$ cat config.mk
export PLATFORM = sky130hd
export DESIGN_NAME = axi_rd_scheduler
export DESIGN_NICKNAME = d
export VERILOG_FILES = /design/src/rtl/axi_sched_pkg.sv /design/src/rtl/axi_rd_scheduler_rr_pick.sv /design/src/rtl/axi_rd_scheduler.sv
export VERILOG_INCLUDE_DIRS = /design/src /design/src/rtl
export SDC_FILE = /design/constraint.sdc
export NUM_CORES = 1
export LEC_CHECK = 0
export ABC_AREA = 0
export CAP_MARGIN = 30
export CORE_ASPECT_RATIO = 1.4
export CORE_MARGIN = 10
export CORE_UTILIZATION = 47
export CTS_CLUSTER_DIAMETER = 150
export DETAILED_ROUTE_END_ITERATION = 12
export HOLD_SLACK_MARGIN = 0.05
export PLACE_DENSITY = 0.86
export SYNTH_ARGS = -nofsm -noshare
export SYNTH_HDL_FRONTEND = slang
export SYNTH_HIERARCHICAL = 1
export SYNTH_SLANG_ARGS = --single-unit
$ cat constraint.sdc
create_clock -name clk -period 2.8 [get_ports clk]
set_input_delay 0.28 -clock clk [delete_from_list [all_inputs] [get_ports clk]]
set_output_delay 0.28 -clock clk [all_outputs]
set_load 0.01 [all_outputs]
$ cat src/rtl/AXI_define.svh
// Shared AXI field widths for the interconnect.
`ifndef AXI_DEFINE_SVH
`define AXI_DEFINE_SVH
`define AXI_LEN_BITS   8
`define AXI_SLAVE_BITS 3
`endif

$ cat src/rtl/axi_sched_pkg.sv
// Types and defaults shared by the AXI read scheduler.
package axi_sched_pkg;
    typedef enum logic [1:0] {IDLE, ADDR, DATA} sched_state_e;

    localparam int NUM_M_DFLT = 3;
    localparam int NUM_S_DFLT = 8;
    localparam int SD_IDX     = 7;
endpackage

$ cat src/rtl/axi_rd_scheduler_rr_pick.sv
// Combinational round-robin picker: first requester at or after i_ptr, wrapping.
module rr_pick #(
    parameter int N  = 3,
    parameter int PW = (N > 1) ? $clog2(N) : 1
) (
    input  logic [N-1:0]  i_req,
    input  logic [PW-1:0] i_ptr,
    output logic [N-1:0]  o_gnt
);
    logic          w_found;
    logic [PW-1:0] w_idx;

    always_comb begin
        o_gnt   = '0;
        w_found = 1'b0;
        w_idx   = '0;
        for (int k = 0; k < N; k++) begin
            w_idx = PW'((int'(i_ptr) + k) % N);
            if (!w_found && i_req[w_idx]) begin
                o_gnt[w_idx] = 1'b1;
                w_found      = 1'b1;
            end
        end
    end
endmodule

$ cat src/rtl/axi_rd_scheduler.sv
// AXI read scheduler: round-robin AR arbitration with AR->R routing lock held
// for one burst, plus beat counting against ARLEN.
`include "AXI_define.svh"

module axi_rd_scheduler
    import axi_sched_pkg::*;
#(
    parameter int NUM_M = NUM_M_DFLT,
    parameter int NUM_S = NUM_S_DFLT
) (
    input  logic                           clk,
    input  logic                           rst,
    input  logic [NUM_M-1:0]               arvalid_m_i,
    input  logic [NUM_M*`AXI_LEN_BITS-1:0] arlen_m_i,
    output logic [NUM_M-1:0]               arready_m_o,
    input  logic [NUM_S-1:0]               dec_sel_i,
    input  logic [NUM_S-1:0]               arready_s_i,
    output logic [NUM_S-1:0]               arvalid_s_o,
    output logic [NUM_M-1:0]               grant_m_o,
    input  logic [NUM_S-1:0]               rvalid_s_i,
    input  logic [NUM_S-1:0]               rlast_s_i,
    input  logic [NUM_M-1:0]               rready_m_i,
    output logic [NUM_S-1:0]               rsel_s_o,
    output logic [NUM_M-1:0]               rsel_m_o,
    output logic                           busy_o,
    output logic                           len_err_o
);
    localparam int PW = (NUM_M > 1) ? $clog2(NUM_M) : 1;
    localparam int LW = `AXI_LEN_BITS;

    sched_state_e     r_state, w_state_nxt;
    logic [NUM_M-1:0] r_grant, w_grant_nxt;
    logic [PW-1:0]    r_ptr, w_ptr_nxt;
    logic [LW-1:0]    r_len, w_len_nxt;
    logic [LW:0]      r_cnt, w_cnt_nxt;
    logic [NUM_S-1:0] r_rsel_s, w_rsel_s_nxt;
    logic [NUM_M-1:0] r_rsel_m, w_rsel_m_nxt;
    logic             r_busy;

    logic [NUM_M-1:0] w_pick;
    logic [PW-1:0]    w_g;
    logic [LW-1:0]    w_arlen_g;
    logic             w_arv_g, w_slv_rdy, w_beat, w_last;

    rr_pick #(.N(NUM_M), .PW(PW)) u_pick (
        .i_req (arvalid_m_i),
        .i_ptr (r_ptr),
        .o_gnt (w_pick)
    );

    always_comb begin
        w_g       = '0;
        w_arlen_g = '0;
        for (int i = 0; i < NUM_M; i++) begin
            if (r_grant[i]) begin
                w_g       = PW'(i);
                w_arlen_g = arlen_m_i[i*LW +: LW];
            end
        end
    end

    assign w_arv_g   = |(arvalid_m_i & r_grant);
    assign w_slv_rdy = |(dec_sel_i & arready_s_i);
    // Beats are qualified only by the locked slave/master pair.
    assign w_beat    = |(rvalid_s_i & r_rsel_s) & |(rready_m_i & r_rsel_m);
    assign w_last    = |(rlast_s_i & r_rsel_s);

    always_comb begin
        w_state_nxt  = r_state;
        w_grant_nxt  = r_grant;
        w_ptr_nxt    = r_ptr;
        w_len_nxt    = r_len;
        w_cnt_nxt    = r_cnt;
        w_rsel_s_nxt = r_rsel_s;
        w_rsel_m_nxt = r_rsel_m;
        arvalid_s_o  = '0;
        arready_m_o  = '0;
        len_err_o    = 1'b0;
        case (r_state)
            IDLE: begin
                if (|arvalid_m_i) begin
                    w_grant_nxt = w_pick;
                    w_state_nxt = ADDR;
                end
            end
            ADDR: begin
                arvalid_s_o = dec_sel_i & {NUM_S{w_arv_g}};
                arready_m_o = r_grant & {NUM_M{w_slv_rdy}};
                // Withdrawal leaves ptr alone so the same master keeps its turn.
                if (!w_arv_g) begin
                    w_grant_nxt = '0;
                    w_state_nxt = IDLE;
                end else if (w_slv_rdy) begin
                    w_rsel_s_nxt = dec_sel_i;
                    w_rsel_m_nxt = r_grant;
                    w_len_nxt    = w_arlen_g;
                    w_cnt_nxt    = '0;
                    w_state_nxt  = DATA;
                end
            end
            DATA: begin
                if (w_beat) begin
                    w_cnt_nxt = r_cnt + 1'b1;
                    if (w_last) begin
                        len_err_o    = (r_cnt != {1'b0, r_len});
                        w_grant_nxt  = '0;
                        w_rsel_s_nxt = '0;
                        w_rsel_m_nxt = '0;
                        w_ptr_nxt    = (w_g == PW'(NUM_M - 1)) ? '0 : w_g + 1'b1;
                        w_state_nxt  = IDLE;
                    end else begin
                        len_err_o = (r_cnt == {1'b0, r_len});
                    end
                end
            end
            default: w_state_nxt = IDLE;
        endcase
    end

    always_ff @(posedge clk) begin
        if (!rst) begin
            r_state  <= IDLE;
            r_grant  <= '0;
            r_ptr    <= '0;
            r_len    <= '0;
            r_cnt    <= '0;
            r_rsel_s <= '0;
            r_rsel_m <= '0;
            r_busy   <= 1'b0;
        end else begin
            r_state  <= w_state_nxt;
            r_grant  <= w_grant_nxt;
            r_ptr    <= w_ptr_nxt;
            r_len    <= w_len_nxt;
            r_cnt    <= w_cnt_nxt;
            r_rsel_s <= w_rsel_s_nxt;
            r_rsel_m <= w_rsel_m_nxt;
            r_busy   <= (w_state_nxt != IDLE);
        end
    end

    assign grant_m_o = r_grant;
    assign rsel_s_o  = r_rsel_s;
    assign rsel_m_o  = r_rsel_m;
    assign busy_o    = r_busy;
endmodule

Word level (Yosys, flattened, before mapping). Cells that the tools add are included.

Add/subtract/negate cells: 4. Div/mod/pow operators: 3. $lt $le $gt $ge: 6. Eq/ne operators: 11. Multiplexer cells: 51. Bitwise operators: 10. Reductions and logical operators: 22.

Operators by type and width (number): $mod 32x3->32 const B (2); $mux 8 (8); $and 8x8->8 (4); $mod 3x3->32 const B (1); $mux 3 (10); $mux 9 (3); $reduce_or 8->1 (3); $pmux 9 s2 (1); $pmux 8 s2 (1); $mux 2 (7); $mux 1 (12); $ne 2x2->1 const B (6); $reduce_and 5->1 (2); $add 9x1->9 const B (1); $and 3x3->3 (3); $eq 9x8->1 (1); $lt 2x3->1 const B (3); $ne 9x8->1 (1); $pmux 3 s3 (1); $reduce_or 3->1 (3); $bmux 1 s2 (3); $demux 1 s2 (3); $ge 2x1->1 const B (3); $or 3x3->3 (2); other kinds (15) (23).

Bits in registers: 36. Bits of input ports: 64. Output and inout bits: 27. Word-level logic and storage cells: 115.

Longest topological paths before layout. Gate-level depths: netlist of the first run.

Depth after elaboration: 12. Depth in mapped cells: 9. Depth with buffers taken out: 8.

Cells and area by module. The synthesis of the first run kept the hierarchy.

By module, submodules not included: axi_rd_scheduler (instances 1, cells an instance 217, area each 2004.4 um^2, seq. area each 720.7 um^2); rr_pick (instances 1, cells an instance 36, area each 272.8 um^2, seq. area each 0.0 um^2).

Worst setup path before layout of the first run. No wires, ideal clock.

Kind: register -> register. Start point: register r_ptr[0]. End point: register r_grant[1], in the netlist grant_m_o[1]. Library setup time: 0.070 ns. Arrival: 1.862 ns. Data required time: 2.730 ns. Setup slack: 0.868 ns. Stages on the path, launching flop included: 10. Path buffers: 1. Period minus slack after synthesis: 1.932 ns. Cell sequence: dfxtp_1 -> inv_1 -> ha_1 -> clkbuf_2 -> a22oi_1 -> o22ai_1 -> nor4bb_1 -> o31a_1 -> or3b_1 -> a21boi_1.

Cells in the longest elaborated chain, start to end: 12. Elaborated cells between the ends (all ways): 39. Classes of those cells: add/sub: 2; div: 3; order compare: 6; mux: 19; bitwise: 2; reduce/logical: 7.

RTL lines: start, declared (line axi_rd_scheduler.sv:33) `logic [PW-1:0] r_ptr, w_ptr_nxt;`; start signal, assigned (line axi_rd_scheduler.sv:133) `r_ptr <= w_ptr_nxt;`; $add 2x1->3 or $mod 3x3->32 (tied branches) (line axi_rd_scheduler_rr_pick.sv:18) `w_idx = PW'((int'(i_ptr) + k) % N);`; $mod 32x3->32, or another cell as far along (line axi_rd_scheduler_rr_pick.sv:18); $lt 2x3->1 (implied by the code), or another cell as far along (line axi_rd_scheduler_rr_pick.sv:20) `o_gnt[w_idx] = 1'b1;`; $logic_and 1x1->1 (implied by the code), or another cell as far along (line axi_rd_scheduler_rr_pick.sv:20); $mux 1 (implied by the code), or another cell as far along (line axi_rd_scheduler_rr_pick.sv:20); $demux 1 s2, or another cell as far along; $or 3x3->3 (no line) or $mux 1 (tied branches); $mux 3 or $logic_not 1->1 (tied branches) (line axi_rd_scheduler_rr_pick.sv:19) `if (!w_found && i_req[w_idx]) begin`; $or 3x3->3 (no line) or $logic_and 1x1->1 (tied branches); $mux 3 * (line axi_rd_scheduler_rr_pick.sv:19); named net w_pick[1] (line axi_rd_scheduler.sv:40) `logic [NUM_M-1:0] w_pick;`; $mux 3 * (line axi_rd_scheduler.sv:81) `if (|arvalid_m_i) begin`; $pmux 3 s3 * (line axi_rd_scheduler.sv:79) `case (r_state)`; end signal, assigned (line axi_rd_scheduler.sv:132) `r_grant <= w_grant_nxt;`; end, declared (line axi_rd_scheduler.sv:32) `logic [NUM_M-1:0] r_grant, w_grant_nxt;`.

The timed path passes the listed nets; every way through them passes the cells marked *. The select of a mux whose other input is x is not followed. A chain may end at the register's enable or synchronous reset.

Worst setup path after layout of the first run.
Start point: register r_cnt[0]. End point: output len_err_o.

Cells in the longest elaborated chain, start to end: 4. Elaborated cells between the ends (all ways): 5. Classes of those cells: eq/ne: 2; mux: 3.

RTL lines: start, declared (line axi_rd_scheduler.sv:35) `logic [LW:0] r_cnt, w_cnt_nxt;`; start signal, assigned (line axi_rd_scheduler.sv:135) `r_cnt <= w_cnt_nxt;`; $eq 9x8->1 or $ne 9x8->1 (tied branches) (line axi_rd_scheduler.sv:112, axi_rd_scheduler.sv:105); $mux 1 * (line axi_rd_scheduler.sv:104) `if (w_last) begin`; $mux 1 * (line axi_rd_scheduler.sv:102) `if (w_beat) begin`; $mux 1 * (line axi_rd_scheduler.sv:79); end, declared (line axi_rd_scheduler.sv:26) `output logic len_err_o`.

Mark *: on every way between the ends. The rest lies on a longest branch, timed or not.

==> results of run 1 <==
==> through the flow <==
stage / hold WS, ns / power (mW) / setup slack, ns / area, um2
floorplan: 0.4127 / 0.6539 / 0.8679 / 2277
global placement: 0.4666 / 0.8023 / 0.3205 / 3247
detailed placement: 0.4774 / 0.8060 / 0.2996 / 3247
CTS: 0.4870 / 1.166 / 0.2343 / 3334
global route: 0.4998 / 1.210 / 0.02896 / 3334
finish: 0.4829 / 1.159 / 0.2572 / 3334
==> state kept, by name, summed over array words and instances, names as in the netlist <==
signal	cells
grant_m_o	3
rsel_m_o	3
r_cnt	9
r_state	2
r_ptr	2
rsel_s_o	8
r_len	8
busy_o	1
==> final cells by class <==
class	count	area (um2)
Tap cell	62	77.57
Clock buffer	5	68.82
Clock inverter	3	18.77
Sequential cell	36	720.7
Timing Repair Buffer	96	945.9
Multi-Input combinational cell	197	1465
Inverter	10	37.54
Fill cell	362	1274
==> critical path: cells and delay by family, from the launching register on <==
family                    cells  cell delay (ns)
DFF                           1             0.44
buffers and inverters         1             0.54
xor gates and xnor gates      2             0.32
and+or+nand+nor               3             0.66
==> final timing paths <==
path	start	to	slack, ns	cells after the start
hold reg to reg	r_len[7]	r_len[7]	0.48	2
hold / removal	r_len[7]	r_len[7]	0.48	2
setup / recovery	r_cnt[0]	len_err_o	0.26	6
setup reg to reg	r_ptr[0]	grant_m_o[1]	0.41	8
==> Yosys cell counts (all sizes together) (7+ instances only) <==
library cell,count,area share
a22oi,9,0.030
a21boi,13,0.043
a22o,13,0.050
xnor2,7,0.027
a221o,8,0.035
a21oi,7,0.022
o211ai,15,0.049
nand2,19,0.032
inv,9,0.015
and2,9,0.025
o21ai,9,0.026
ha,10,0.055
dfxtp,36,0.32
nor2,16,0.027
==> logic make-up (layout without fill, tap and decap cells) <==
group           Yosys count  count (layout)
flops                    36              36
buf+inv                  20             114
mux                       5               5
compound gates           91              91
fa+ha+maj                10              10
simple gates             78              78
xor+xnor                 13              13
==> metal layers <==
| layer | wire length, um | share of wire | up-vias | GRT usage |
|---|---|---|---|---|
| met2 | 4321 | 0.58 | 53 | 0.3674 |
| met1 | 2649 | 0.36 | 1091 | 0.1737 |
| li1 | - | - | 1151 | - |
| met3 | 223 | 0.030 | 17 | 0.03339 |
| met4 | 245 | 0.033 | 0 | 0.08990 |
| met5 | 0 | 0 | - | 0 |
==> power by group through the flow <==
stage               clock network, mW  registers, mW  logic, mW
global placement                    0          0.547      0.255
global route                    0.393          0.536      0.280
finish                          0.363          0.535      0.260
CTS                             0.370          0.535      0.261
detailed placement                  0          0.547      0.259
floorplan                           0          0.549      0.105
==> impl_metrics.env, run 1 <==
export IMPL_status="complete, no violations"
export IMPL_dp_cells=401
export IMPL_end_kind="primary output"
export IMPL_crit_required_ns=2.52
export IMPL_muxShareOfSynthArea=0.02198
export IMPL_antenna_found_initial=0
export IMPL_num_nets_final=420
export IMPL_synth_edf_count=0
export IMPL_max_freq_mhz=393.3
export IMPL_portBuffers=90
export IMPL_final_util=0.7236
export IMPL_worst_slew_pin_slew_ns=0.6095
export IMPL_syn_nets=327
export IMPL_rows=29
export IMPL_drive_gt1_frac=0.07493
export IMPL_synthAdderAreaFrac=0.05495
export IMPL_ctsHoldBuffers=0
export IMPL_area_growth_pct=46.43
export IMPL_antennaDiodeCount=0
export IMPL_io_pins=91
export IMPL_rsz0062_at_grt="false"
export IMPL_synth_top_family_by_area="compound AO/OA/AOI/OAI gates"
export IMPL_final_cell_mix="clkdlybuf4s50_1, dfxtp_1, nand2_1, nor2_1, o211ai_1"
export IMPL_post_route_period_util=0.9081
export IMPL_relSlewSlack=0.5924
export IMPL_cts_made_buffers=5
export IMPL_p_clk_frac=0.313
export IMPL_synth_area_per_cell_um2=9.001
export IMPL_yosys_warnings=6
export IMPL_power_per_cell_area_nw_per_um2=347.6
export IMPL_dpl_hpwl_mm=6.135
export IMPL_cp_arrival_ns=2.26
export IMPL_seq_area_frac_synth=0.3165
export IMPL_swShare=0.2670
export IMPL_ir_worst_vdd_mv=0.3487
export IMPL_antenna_left=0
export IMPL_drt_iter0_drc=133
export IMPL_dieWidth_um=78.83
export IMPL_cts_tree="built"
export IMPL_crit_fanout=5
export IMPL_p_switching_uw=309.5
export IMPL_cap_violations=0
export IMPL_post_cts_buffers=0
export IMPL_worst_path_largest_cell_delay_ns=0.54
export IMPL_drv_slew=0
export IMPL_p_leak_nw=1.208
export IMPL_synth_simple_area_share=0.1885
export IMPL_p_comb_frac=0.225
export IMPL_internal_power_uw=849.5
export IMPL_synth_compound_area_share=0.3280
export IMPL_grt_remaining_overflow=0
export IMPL_fin_crit_ns=2.543
export IMPL_fin_skew_ns=0.003521
export IMPL_hp_class="flip-flop to flip-flop"
export IMPL_synth_seq_cells=36
export IMPL_slowest_stage="clkdlybuf4s50_1"
export IMPL_hold_violations=0
export IMPL_start_util=0.4942
export IMPL_htreeDepth=2
export IMPL_die_area_um2=8069
export IMPL_grt_pass1_vias=2395
export IMPL_routed_via_count=2312
export IMPL_pwr_share_seq=0.462
export IMPL_die_h_um=102.4
export IMPL_cts_path_max_buffers=2
export IMPL_cts_sinks=36
export IMPL_grt_start_max_net_pins=19
export IMPL_finalWirelength_mm=7.439
export IMPL_setup_viol_count_final=0
export IMPL_start_kind="flip-flop"
export IMPL_final_common_cell="clkdlybuf4s50_1"
export IMPL_gp_congestion=0.8166
export IMPL_yosysUniqueCellTypes=57
export IMPL_ys_flop_type="dfxtp_1"
export IMPL_grt_pass1_wl_mm=11.74
export IMPL_setup_tns_ns=0
export IMPL_synth_xor_area_share=0.05000
export IMPL_wl_per_cell_um=18.19
export IMPL_final_cells=409
export IMPL_core_area_um2=4608
export IMPL_grt_usage=0.1840
export IMPL_clock_root_buffer="clkbuf_8"
export IMPL_drcViolationCount=0
export IMPL_critPathKind="flip-flop to primary output"
export IMPL_clkLatencyLatePin_ns=0.29
export IMPL_synth_cells=253
export IMPL_viasPerCell=5.653
export IMPL_syn_area_um2=2277
export IMPL_clk_pin_slew_ns=0.07
export IMPL_drtPass1Iterations=4
export IMPL_path_cells="xnor2_1 > nand3_1 > nor4_1 > xor2_1 > and3_1 > clkdlybuf4s50_1"
export IMPL_cts_resized_gates=0
export IMPL_async_flop_share=0
(Power assumes the default switching activity.)
==> run 2: changes to the inputs <==
- GPL_TIMING_DRIVEN: default -> 0
- SLEW_MARGIN: default -> 0
- TNS_END_PERCENT: default -> 1
==> run 2 against run 1 <==
Net effect:
- maximum frequency is 4.9% lower
- sequential cell count stayed put
- combinational power hardly changed
- global-route usage is 0.33 points higher
- clock skew is 0.0026 ns higher
- critical path depth stayed put
- critical endpoint is now arvalid_s_o[5]
- register-to-register slack better by 0.25 ns
- cell count is 0.73% higher
- non-clock buffer count is 4 higher
- largest power group unchanged
==> impl_metrics.env, run 2 (synthesis results as in run 1) <==
export IMPL_critPathKind="primary input to primary output"
export IMPL_p_switching_uw=301.5
export IMPL_ir_worst_vdd_mv=0.2339
export IMPL_dieWidth_um=78.83
export IMPL_fin_crit_ns=2.675
export IMPL_rsz0062_at_grt="false"
export IMPL_clk_pin_slew_ns=0.07
export IMPL_cts_tree="built"
export IMPL_hp_class="flip-flop to flip-flop"
export IMPL_dpl_hpwl_mm=6.237
export IMPL_post_route_period_util=0.9554
export IMPL_p_leak_nw=1.214
export IMPL_largest_register_ffs=9
export IMPL_p_comb_frac=0.216
export IMPL_holdPathStages=2
export IMPL_drive_gt1_frac=0.07143
export IMPL_antenna_found_initial=0
export IMPL_p_clk_frac=0.336
export IMPL_status="complete, no violations"
export IMPL_max_freq_mhz=373.8
export IMPL_grt_usage=0.1873
export IMPL_regArea_um2=720.7
export IMPL_finalWirelength_mm=7.491
export IMPL_crit_fanout=10
export IMPL_slowest_stage="clkdlybuf4s50_1"
export IMPL_die_area_um2=8069
export IMPL_internal_power_uw=893.9
export IMPL_ctsHoldBuffers=0
export IMPL_post_cts_buffers=0
export IMPL_power_per_cell_area_nw_per_um2=356.6
export IMPL_multiInputGateArea_um2=1465
export IMPL_rows=29
export IMPL_nFillCells=382
export IMPL_routed_via_count=2300
export IMPL_worst_slew_pin_slew_ns=0.6360
export IMPL_drcViolationCount=0
export IMPL_cp_arrival_ns=2.40
export IMPL_setup_tns_ns=0
export IMPL_grt_pass1_vias=2332
export IMPL_relSlewSlack=0.5760
export IMPL_htreeDepth=2
export IMPL_drv_slew=0
export IMPL_area_growth_pct=47.20
export IMPL_clkLatencyLatePin_ns=0.29
export IMPL_antennaDiodeCount=0
export IMPL_swShare=0.2522
export IMPL_drtPass1Iterations=4
export IMPL_viasPerCell=5.583
export IMPL_core_area_um2=4608
export IMPL_io_pins=91
export IMPL_start_util=0.4942
export IMPL_hold_violations=0
export IMPL_wl_per_cell_um=18.18
export IMPL_start_kind="primary input"
export IMPL_setup_viol_count_final=0
export IMPL_path_cells="clkdlybuf4s50_1 > a222oi_1 > and2b_1 > buf_2 > and2_1 > clkdlybuf4s50_1"
export IMPL_cts_made_buffers=5
export IMPL_cts_sinks=36
export IMPL_portBuffers=90
export IMPL_grt_start_max_net_pins=11
export IMPL_final_common_cell="clkdlybuf4s50_1"
export IMPL_drt_iter0_drc=113
export IMPL_top_register="r_cnt"
export IMPL_end_kind="primary output"
export IMPL_grt_pass1_wl_mm=11.96
export IMPL_grt_remaining_overflow=0
export IMPL_cap_violations=0
export IMPL_worst_slack_ns=0.1248
export IMPL_clock_root_buffer="clkbuf_8"
export IMPL_path_common_cell="clkdlybuf4s50_1"
export IMPL_cts_path_max_buffers=2
export IMPL_rr_worst_depth=9
export IMPL_die_h_um=102.4
export IMPL_final_cell_mix="clkdlybuf4s50_1, dfxtp_1, nand2_1, nor2_1, o211ai_1"
export IMPL_cts_resized_gates=0
export IMPL_worst_path_largest_cell_delay_ns=0.54
export IMPL_pwr_share_seq=0.449
export IMPL_gp_congestion=0.8213
export IMPL_fin_skew_ns=0.006107
export IMPL_antenna_left=0
export IMPL_pre_cts_ws_ns=0.1221
export IMPL_num_nets_final=424
export IMPL_crit_required_ns=2.52
## run 2: changes by cell type in the layout (fill, tap and decap cells not counted), sizes merged
cell,delta
buf,-1
clkinv,-3
clkbuf,+7
## run 2: final cells by class
cell class              count  share of cell area
multi-input cells         197              0.4371
clock buffers               7             0.02874
flip-flops and latches     36              0.2150
inverters                  10             0.01120
repair buffers             90              0.2688
plain buffers              10             0.01605
well taps                  62             0.02314
## run 2: worst max-delay path: cells and delay by family
family,cells,cell delay (ns)
simple gates,2,0.40
buf+inv,3,1.22
compound gates,1,0.49
## run 2: metal layers
layer	vias up	track usage	wire (um)
met5	-	0	0
met4	0	0.07331	180
met3	12	0.03251	244
met2	47	0.3598	4312
met1	1084	0.1959	2753
li1	1157	-	-
## run 2: path summary, 6_finish.rpt
kind	startpoint	end	slack (ns)
hold / removal	r_len[7]	r_len[7]	0.48
hold reg to reg	r_len[7]	r_len[7]	0.48
setup / recovery	arvalid_m_i[0]	arvalid_s_o[5]	0.12
setup reg to reg	r_ptr[0]	grant_m_o[0]	0.66
## run 2: power groups by stage
stage          clock [mW]  sequential [mW]  combinational (mW)
2_1_floorplan           0            0.549               0.105
3_3_place_gp            0            0.548               0.252
3_5_place_dp            0            0.548               0.257
4_1_cts             0.409            0.536               0.258
5_1_grt             0.428            0.538               0.278
6_report            0.401            0.537               0.258
## run 2: stage by stage
stage,power [mW],instance area (um2),cells,hold WS (ns),util
floorplan,0.6539,2277,253,0.4127,-
global placement,0.7996,3256,405,0.4673,0.7065
detailed placement,0.8052,3256,405,0.4768,0.7065
CTS,1.203,3352,412,0.4869,0.7274
global route,1.244,3352,412,0.5171,0.7274
finish,1.195,3352,412,0.4844,0.7274
